$ cat src/rtl/ascii_pkg.sv
// rtl/ascii_pkg.sv - shared ASCII constants and byte type
//
// Purpose: constants that define the printable ASCII set, plus the byte type
//          used by the ASCII stream blocks.
// Ports:   none (package).
package ascii_pkg;

  typedef logic [7:0] ascii_byte_t;

  localparam ascii_byte_t ASCII_PRINT_LO = 8'h20;
  localparam ascii_byte_t ASCII_PRINT_HI = 8'h7E;
  localparam ascii_byte_t ASCII_LF       = 8'h0A;

endpackage

$ cat src/rtl/ascii_stream_fifo_if.sv
// rtl/ascii_stream_fifo_if.sv - byte stream handshake bundle for ascii_stream_fifo
//
// Purpose: groups the input and output valid/ready byte handshakes.
// Signals: in_data/in_valid/in_ready   producer -> fifo
//          out_data/out_valid/out_ready fifo -> consumer
// Modports: master = producer/consumer side, slave = fifo side.
interface ascii_stream_fifo_if;
  import ascii_pkg::*;

  ascii_byte_t in_data;
  logic        in_valid;
  logic        in_ready;
  ascii_byte_t out_data;
  logic        out_valid;
  logic        out_ready;

  modport master (
    output in_data, in_valid, out_ready,
    input  in_ready, out_data, out_valid
  );

  modport slave (
    input  in_data, in_valid, out_ready,
    output in_ready, out_data, out_valid
  );

endinterface

$ cat src/rtl/ascii_classify.sv
// rtl/ascii_classify.sv - printable-ASCII classifier
//
// Purpose: flags bytes in 0x20..0x7E or LF as printable.
// Ports:   x            input  byte to classify
//          is_printable output 1 when x is in the printable set
module ascii_classify
  import ascii_pkg::*;
(
  input  ascii_byte_t x,
  output logic        is_printable
);

  always_comb begin
    is_printable = ((x >= ASCII_PRINT_LO) && (x <= ASCII_PRINT_HI)) || (x == ASCII_LF);
  end

endmodule

$ cat src/rtl/ascii_stream_fifo.sv
// rtl/ascii_stream_fifo.sv - filtering ASCII byte FIFO
//
// Purpose: stores accepted bytes in order; with FILTER_EN non-printable bytes
//          are dropped at the input and counted. One cycle write-to-read.
// Ports:   clk       rising-edge clock
//          rst_n     asynchronous active-low reset
//          bus       stream handshakes (slave side)
//          flush     synchronous queue clear, wins over store/remove
//          level     number of stored entries
//          drop_cnt  saturating count of filtered bytes
module ascii_stream_fifo
  import ascii_pkg::*;
#(
  parameter int DEPTH     = 8,
  parameter bit FILTER_EN = 1'b1
) (
  input  logic                     clk,
  input  logic                     rst_n,
  ascii_stream_fifo_if.slave       bus,
  input  logic                     flush,
  output logic [$clog2(DEPTH):0]   level,
  output logic [7:0]               drop_cnt
);

  localparam int PW = (DEPTH > 1) ? $clog2(DEPTH) : 1;
  localparam int LW = $clog2(DEPTH) + 1;

  ascii_byte_t   mem_q [DEPTH];
  logic [PW-1:0] wr_ptr_q, wr_ptr_d;
  logic [PW-1:0] rd_ptr_q, rd_ptr_d;
  logic [LW-1:0] level_q, level_d;
  logic [7:0]    drop_cnt_q, drop_cnt_d;

  logic is_printable;
  logic accept, store, pop, drop;

  ascii_classify u_classify (
    .x            (bus.in_data),
    .is_printable (is_printable)
  );

  // Ready/valid derive from occupancy only, so neither side sees a
  // combinational path from the other.
  assign bus.in_ready  = (level_q != LW'(DEPTH));
  assign bus.out_valid = (level_q != '0);
  assign bus.out_data  = bus.out_valid ? mem_q[rd_ptr_q] : 8'h00;
  assign level         = level_q;
  assign drop_cnt      = drop_cnt_q;

  always_comb begin
    accept = bus.in_valid && bus.in_ready;
    // Bytes accepted during a flush are swallowed and not counted.
    store  = accept && !flush && (is_printable || !FILTER_EN);
    drop   = accept && !flush && !is_printable && FILTER_EN;
    pop    = bus.out_valid && bus.out_ready && !flush;
  end

  always_comb begin
    wr_ptr_d   = wr_ptr_q;
    rd_ptr_d   = rd_ptr_q;
    level_d    = level_q;
    drop_cnt_d = drop_cnt_q;
    if (flush) begin
      wr_ptr_d = '0;
      rd_ptr_d = '0;
      level_d  = '0;
    end else begin
      // DEPTH is a power of two, so pointer overflow is the modulo wrap.
      if (store) wr_ptr_d = wr_ptr_q + PW'(1);
      if (pop)   rd_ptr_d = rd_ptr_q + PW'(1);
      if (store && !pop)      level_d = level_q + LW'(1);
      else if (pop && !store) level_d = level_q - LW'(1);
    end
    if (drop && (drop_cnt_q != 8'hFF)) drop_cnt_d = drop_cnt_q + 8'd1;
  end

  always_ff @(posedge clk or negedge rst_n) begin
    if (!rst_n) begin
      wr_ptr_q   <= '0;
      rd_ptr_q   <= '0;
      level_q    <= '0;
      drop_cnt_q <= '0;
    end else begin
      wr_ptr_q   <= wr_ptr_d;
      rd_ptr_q   <= rd_ptr_d;
      level_q    <= level_d;
      drop_cnt_q <= drop_cnt_d;
    end
  end

  // Storage holds no reset; out_data is masked while the queue is empty.
  always_ff @(posedge clk) begin
    if (store) mem_q[wr_ptr_q] <= bus.in_data;
  end

endmodule

$ cat src/flat_wrapper.sv
// flat-port wrapper written by rule: the top's interface ports become plain ports
module ascii_stream_fifo_flat import ascii_pkg::*;
#(
  parameter int DEPTH     = 8,
  parameter bit FILTER_EN = 1'b1
)
  (clk, rst_n, flush, level, drop_cnt, bus_in_data, bus_in_valid, bus_out_ready, bus_in_ready, bus_out_data, bus_out_valid);
  ascii_stream_fifo_if bus_i ();
  input  logic clk;
  input  logic rst_n;
  input  logic flush;
  output logic [$clog2(DEPTH):0] level;
  output logic [7:0] drop_cnt;
  input wire logic [$bits(bus_i.in_data)-1:0] bus_in_data;
  input wire logic [$bits(bus_i.in_valid)-1:0] bus_in_valid;
  input wire logic [$bits(bus_i.out_ready)-1:0] bus_out_ready;
  output wire logic [$bits(bus_i.in_ready)-1:0] bus_in_ready;
  output wire logic [$bits(bus_i.out_data)-1:0] bus_out_data;
  output wire logic [$bits(bus_i.out_valid)-1:0] bus_out_valid;
  assign bus_i.in_data = bus_in_data;
  assign bus_i.in_valid = bus_in_valid;
  assign bus_i.out_ready = bus_out_ready;
  assign bus_in_ready = bus_i.in_ready;
  assign bus_out_data = bus_i.out_data;
  assign bus_out_valid = bus_i.out_valid;
  ascii_stream_fifo #(.DEPTH(DEPTH), .FILTER_EN(FILTER_EN)) u_core (.clk(clk), .rst_n(rst_n), .bus(bus_i), .flush(flush), .level(level), .drop_cnt(drop_cnt));
endmodule
$ cat config.mk
export PLATFORM = sky130hd
export DESIGN_NAME = ascii_stream_fifo_flat
export DESIGN_NICKNAME = d
export VERILOG_FILES = /design/src/rtl/ascii_pkg.sv /design/src/rtl/ascii_stream_fifo_if.sv /design/src/rtl/ascii_classify.sv /design/src/rtl/ascii_stream_fifo.sv /design/src/flat_wrapper.sv
export SDC_FILE = /design/constraint.sdc
export NUM_CORES = 1
export LEC_CHECK = 0
export CAP_MARGIN = 0
export CELL_PAD_IN_SITES_DETAIL_PLACEMENT = 1
export CELL_PAD_IN_SITES_GLOBAL_PLACEMENT = 1
export CORE_MARGIN = 2
export CORE_UTILIZATION = 35
export DETAILED_ROUTE_END_ITERATION = 7
export PLACE_DENSITY = 0.65
export REMOVE_ABC_BUFFERS = 1
export SYNTH_ARGS = -nofsm -noshare
export SYNTH_HDL_FRONTEND = slang
export SYNTH_SLANG_ARGS = --single-unit
$ cat constraint.sdc
create_clock -name clk -period 3.4 [get_ports clk]
set_input_delay 1.02 -clock clk [delete_from_list [all_inputs] [get_ports clk]]
set_output_delay 1.02 -clock clk [all_outputs]
set_load 0.1 [all_outputs]
Word-level counts from Yosys, hierarchy flattened
Memories as Yosys holds them, arrays and structs flattened.
Cells that the tools add are included.
{"block": "op_classes", "n_eq_ne": 3, "n_reduce_logical": 19, "magnitude_cmp": 2, "n_addsub": 5, "muxes": 10}
{"op": "$mux W3", "count": 4}
{"op": "$mux W4", "count": 3}
{"op": "$logic_and A1 B1 Y1", "count": 10}
{"op": "$add A8 B1 Y8 const B", "count": 1}
{"op": "$eq A8 B4 Y1 const B", "count": 1}
{"op": "$ge A8 B6 Y1 const B", "count": 1}
{"op": "$le A8 B7 Y1 const B", "count": 1}
{"op": "$mux W8", "count": 1}
{"op": "$ne A8 B8 Y1 const B", "count": 1}
{"op": "$add A3 B1 Y3 const B", "count": 2}
{"op": "$add A4 B1 Y4 const B", "count": 1}
{"op": "$logic_not A1 Y1", "count": 4}
{"op": "$ne A4 B4 Y1 const B", "count": 1}
{"op": "$reduce_bool A2 Y1", "count": 2}
{"op": "$reduce_bool A4 Y1", "count": 1}
{"op": "$sub A4 B1 Y4 const B", "count": 1}
{"op": "$reduce_bool A3 Y1", "count": 1}
{"op": "$mux W1", "count": 2}
{"op": "$logic_or A1 B1 Y1", "count": 1}
{"block": "word_totals", "ram_bits": 64, "ff_bits": 18, "memories": 1, "input_bits": 13, "output_inout_bits": 22}
{"name": "u_core.mem_q", "words": 8, "width": 8, "read_ports": 1, "rd_ports_with_merged_regs": 0, "write_ports": 1, "line": "ascii_stream_fifo.sv:28", "source": "ascii_byte_t mem_q [DEPTH];"}

Logic depth before layout (Yosys ltp)
{"block": "depth", "depth_word": 9, "mapped_depth": 10}

By module
A second synthesis with hierarchy kept.
{"block": "unflattened", "hier_cells": 221, "hier_area_um2": 3633.5}
{"mod": "ascii_stream_fifo", "area_each_um2": 3589.7, "n_inst": 1, "cells_each": 214}
{"mod": "ascii_classify", "area_each_um2": 43.8, "n_inst": 1, "cells_each": 7}

Worst setup path before layout
Ideal clock, no wire load.
{"block": "synth_path", "path_type": "reg2out", "from": "reg u_core.rd_ptr_q[1]", "to": "out bus_out_data[6]", "n_path_buf": 2, "path_slack_ps": -151, "t_arrival_ps": 2531, "path_stages_with_launch": 6, "cell_sequence": "dfrtp_1 clkbuf_1 clkbuf_1 mux4_2 mux2i_1 nor2_1"}
{"block": "synth_between", "elab_chain_cells": 2}
{"element": "start, declared", "line": "ascii_stream_fifo.sv:30", "source": "logic [PW-1:0] rd_ptr_q, rd_ptr_d;"}
{"element": "start signal, assigned", "line": "ascii_stream_fifo.sv:85", "source": "rd_ptr_q <= rd_ptr_d;"}
{"element": "$mem_v2 Z8 W8"}
{"element": "$mux W8", "line": "ascii_stream_fifo.sv:46", "source": "assign bus.out_data = bus.out_valid ? mem_q[rd_ptr_q] : 8'h00;"}
{"element": "end, declared", "line": "flat_wrapper.sv:18", "source": "output wire logic [$bits(bus_i.out_data)-1:0] bus_out_data;"}
No other way between the ends.

Worst setup path after layout
{"block": "layout_path", "from": "in flush", "to": "reg u_core.level_q[3], in the netlist u_core.level[3]"}
{"block": "layout_between", "elab_chain_cells": 6, "elab_cells_between_ends": 11, "classes_between": "mux (2); reduce/logical (9)"}
{"element": "start, declared", "line": "flat_wrapper.sv:11", "source": "input logic flush;"}
{"element": "$logic_not A1 Y1", "line": "ascii_stream_fifo.sv:53, ascii_stream_fifo.sv:55"}
{"element": "$logic_and A1 B1 Y1, on equally long branches", "line": "ascii_stream_fifo.sv:53, ascii_stream_fifo.sv:55"}
{"element": "$logic_and A1 B1 Y1 or $logic_not A1 Y1 (tied branches)", "line": "ascii_stream_fifo.sv:53, ascii_stream_fifo.sv:71"}
{"element": "$logic_and A1 B1 Y1 or $logic_not A1 Y1 (tied branches)", "line": "ascii_stream_fifo.sv:71, ascii_stream_fifo.sv:72"}
{"element": "$mux W4 or $logic_and A1 B1 Y1 (tied branches)", "line": "ascii_stream_fifo.sv:71, ascii_stream_fifo.sv:72"}
{"element": "$mux W4 or $reduce_bool A3 Y1 (tied branches)"}
{"element": "end signal, assigned", "line": "ascii_stream_fifo.sv:86", "source": "level_q <= level_d;"}
{"element": "end, declared", "line": "ascii_stream_fifo.sv:31", "source": "logic [LW-1:0] level_q, level_d;"}
Parallel ways exist; a longest one is shown, timed or not.
A chain may end at the register's enable or synchronous reset.

==> run summary <==
==========================================================================================
Number of instances in the synthesized netlist                                         222
Biggest fanout along the worst timing path                                               4
Asr flop ratio synth                                                                 0.220
Yosys Warn Count                                                                         0
Total length of routed met2 wires                                                  3880 um
Floorplan row count                                                                     36
Average footprint of a synthesized cell                                          16.2 um^2
Maximum buffer depth of the clock tree                                                   2
Overall die height                                                                  105 um
TNS Setup                                                                             0 ps
Setup bufs post-CTS                                                                      0
Final net count                                                                        305
Dominant cell type by area after synthesis                                    sky130_fd_sc_hd__edfxtp_1
Number of flops mapped to enable cells by yosys                                         64
CTS Hold Bufs                                                                            0
Maximum VDD drop                                                                    596 uV
Wire length on met1                                                                3390 um
Period utilization                                                                   0.940
Pin count of the biggest net entering global routing                                    19
Hold path cells                                                                          1
Clock skew                                                                         12.0 ps
Reg-to-reg setup timing slack                                                       860 ps
Setup repair after global routing missed its margin                                  false
Leading post-synthesis cells by cell area                                     sky130_fd_sc_hd__edfxtp_1 53%, sky130_fd_sc_hd__dfrtp_1 13%, sky130_fd_sc_hd__mux4_2 10%
Maximum frequency from static timing analysis                                      313 MHz
Setup-failing EPs final                                                                  0
Worst Setup Start Kind                                                          input port
Number of fill cells                                                                   991
Uppermost signal routing layer after detailed routing                                 met4
Count of cells resized by post-cts repair                                                0
Total power density per cell area                                              795 mW/mm^2
Clock edge transition at the registers on the reported setup and hold paths          80 ps
Synth-to-layout area growth                                                          26.5%
Number of distinct standard cells referenced by the synthesized netlist                 47
Minimum hold slack                                                                  493 ps
Routed via count                                                                      2123
Total power after layout                                                           3620 uW
Clock tree from TritonCTS                                                              yes
Half-perimeter wire length after detailed placement                                5560 um
Port Buffer Count                                                                       34
Number of global-route vias before repair                                             2253
Sum of routed wire length over all layers                                          7780 um
DRC violations left                                                                      0
Placed standard-cell area                                                     0.00431 mm^2
Boundary Pins                                                                           35
Worst path required time                                                           3680 ps
Prevailing post-synth register cell                                           sky130_fd_sc_hd__edfxtp_1
Count of inserted antenna diode cells                                                    0
Kind of critical path                                                         input port to register
Area of the core                                                              0.00986 mm^2
Post-DRT Antenna Nets                                                                    0
GRT Residual Overflow                                                                    0
Max Cap Viol                                                                             0
Later-pin clock latency in the skew report                                          350 ps
Number of register bits inferred by synthesis                                           82
Type of the most critical hold path                                           register to register
Reg2Reg Depth                                                                           11
Endpoint of the worst hold path                                               u_core.drop_cnt[7]
Starting Density                                                                     0.364
Number of clock sinks seen by CTS                                                       82
Library cell used as clock root buffer                                        sky130_fd_sc_hd__clkbuf_8
Mean routed wirelength per cell                                                    18.3 um
Remaining max-slew budget at the tightest pin                                        0.411
Met3 wirelength from detailed routing                                               371 um
Run status                                                                    finished, final reports clean
Area of the die                                                                0.0111 mm^2
Final GP Congestion                                                                  0.778
Start of the worst register-to-register path                                  u_core.level[3]
First-pass GRT wire length                                                        12300 um
Post-synth top area share                                                            0.535
Most instantiated cells after synthesis                                       64 x sky130_fd_sc_hd__edfxtp_1, 18 x sky130_fd_sc_hd__dfrtp_1, 16 x sky130_fd_sc_hd__mux4_2
Slew at the pin closest to its max-slew limit                                       881 ps
Critical Path Sink Type                                                           register
Synth Cell Area                                                               0.00359 mm^2
Share of cells above drive strength 1                                                0.316
Detailed-routing iteration count for the pre-antenna-repair pass                         4
Detail-routed via count per cell                                                      5.01
Endpoint of the worst register-to-register path                               u_core.level[3]
Global-route usage over all layers                                                   0.150
Sequential-to-total area share from yosys stat                                       0.660
Static Leakage                                                                  0.00163 uW
Number of violations reported at the end of detailed-routing iteration 0                82
H-tree level count                                                                       3
Hold Startpoint                                                               u_core.drop_cnt[7]
Placed cell count                                                                      408
Number of antenna violations at the first check in global routing                        0
Final Hold Violating Endpoints                                                           0
Final Instance Count excl. Fillers                                                     424
Most frequently used cell type in the post-synthesis netlist                  sky130_fd_sc_hd__edfxtp_1
Cell area after layout                                                        0.00455 mm^2
Worst endpoint data arrival time                                                   3480 ps
Width of the chip                                                                   105 um
Pins Over Slew Limit                                                                     0
Number of CTS-inserted buffers                                                           9
Fin crit period                                                                    3200 ps
==========================================================================================
## report_power, final
group | internal (uW) | switching [uW]
combinational | 498 | 1060
clock | 488 | 344
sequential | 1140 | 89.0
total | 2130 | 1490
## worst max-delay path: stages
cell and delay [ps]:
sky130_fd_sc_hd__clkdlybuf4s50_1 470, sky130_fd_sc_hd__or2b_1 260, sky130_fd_sc_hd__or3_4 350, sky130_fd_sc_hd__a21oi_4 130
sky130_fd_sc_hd__nand2_1 90, sky130_fd_sc_hd__ha_1 270, sky130_fd_sc_hd__a21o_1 180, sky130_fd_sc_hd__a21oi_1 150
sky130_fd_sc_hd__buf_4 150, sky130_fd_sc_hd__nor3b_1 180, sky130_fd_sc_hd__mux2i_1 100, sky130_fd_sc_hd__a31oi_1 130
## cells by family (layout without fill, tap and decap cells)
family / Yosys count / in the layout / share of synthesized area
compound gates: 19 / 19 / 0.0376
xor+xnor: 11 / 11 / 0.0268
fa+ha+maj: 6 / 6 / 0.0230
buf+inv: 18 / 87 / 0.0223
flops: 82 / 82 / 0.660
mux: 29 / 29 / 0.138
simple gates: 57 / 57 / 0.0919
## cell type report
class | instances | area (um^2) | area share
tap | 133 | 166 | 0.0366
timing repair buffer | 61 | 588 | 0.129
multi-input combinational | 122 | 1150 | 0.252
clock buffer | 11 | 131 | 0.0289
inverter | 10 | 37.5 | 0.00826
sequential | 82 | 2370 | 0.522
clock inverter | 5 | 103 | 0.0226
## flip-flops by register name, summed over array words and instances, names as in the netlist
signal,cells
u_core.drop_cnt,8
u_core.level,4
u_core.mem_q,64
u_core.rd_ptr_q,3
u_core.wr_ptr_q,3
## worst max path at each step
stage,startpoint,endpoint,cells after the start
2_1_floorplan,u_core.rd_ptr_q[0],bus_out_data[0],3
3_3_place_gp,bus_in_data[1],u_core.level[3],12
3_5_place_dp,bus_in_data[1],u_core.level[3],12
4_1_cts,bus_in_data[1],u_core.level[3],12
5_1_grt,bus_in_data[2],u_core.level[3],12
6_report,flush,u_core.level[3],12
## stage by stage
step	setup slack (ps)	util
5_1_grt	45.7	0.461
4_1_cts	177	0.460
2_1_floorplan	-192	-
3_3_place_gp	-144	0.436
3_5_place_dp	-202	0.436
6_report	203	0.461
## layer usage
| layer | vias to the layer above | track usage |
|---|---|---|
| met5 | - | 0 |
| met4 | 0 | 0.0629 |
| met3 | 10 | 0.0291 |
| met2 | 55 | 0.246 |
| met1 | 1068 | 0.194 |
| li1 | 990 | - |
## placed cells by master, fill, tap and decap left out, types with 3 or more instances in the layout
master and instances:
sky130_fd_sc_hd__edfxtp_1 64, sky130_fd_sc_hd__buf_4 41, sky130_fd_sc_hd__dfrtp_1 18, sky130_fd_sc_hd__mux4_2 16
sky130_fd_sc_hd__nor2_1 15, sky130_fd_sc_hd__clkdlybuf4s50_1 12, sky130_fd_sc_hd__mux2i_1 10, sky130_fd_sc_hd__nand2_1 10
sky130_fd_sc_hd__inv_1 9, sky130_fd_sc_hd__clkbuf_8 9, sky130_fd_sc_hd__buf_12 8, sky130_fd_sc_hd__xor2_1 7
sky130_fd_sc_hd__nor3_1 6, sky130_fd_sc_hd__ha_1 5, sky130_fd_sc_hd__nor4_1 4, sky130_fd_sc_hd__nand3_1 4
sky130_fd_sc_hd__xnor2_1 4, sky130_fd_sc_hd__a21oi_1 4, sky130_fd_sc_hd__nand4_1 3, sky130_fd_sc_hd__o21ai_0 3
sky130_fd_sc_hd__bufinv_16 3
Note: power is estimated with default switching activity, not from simulation.
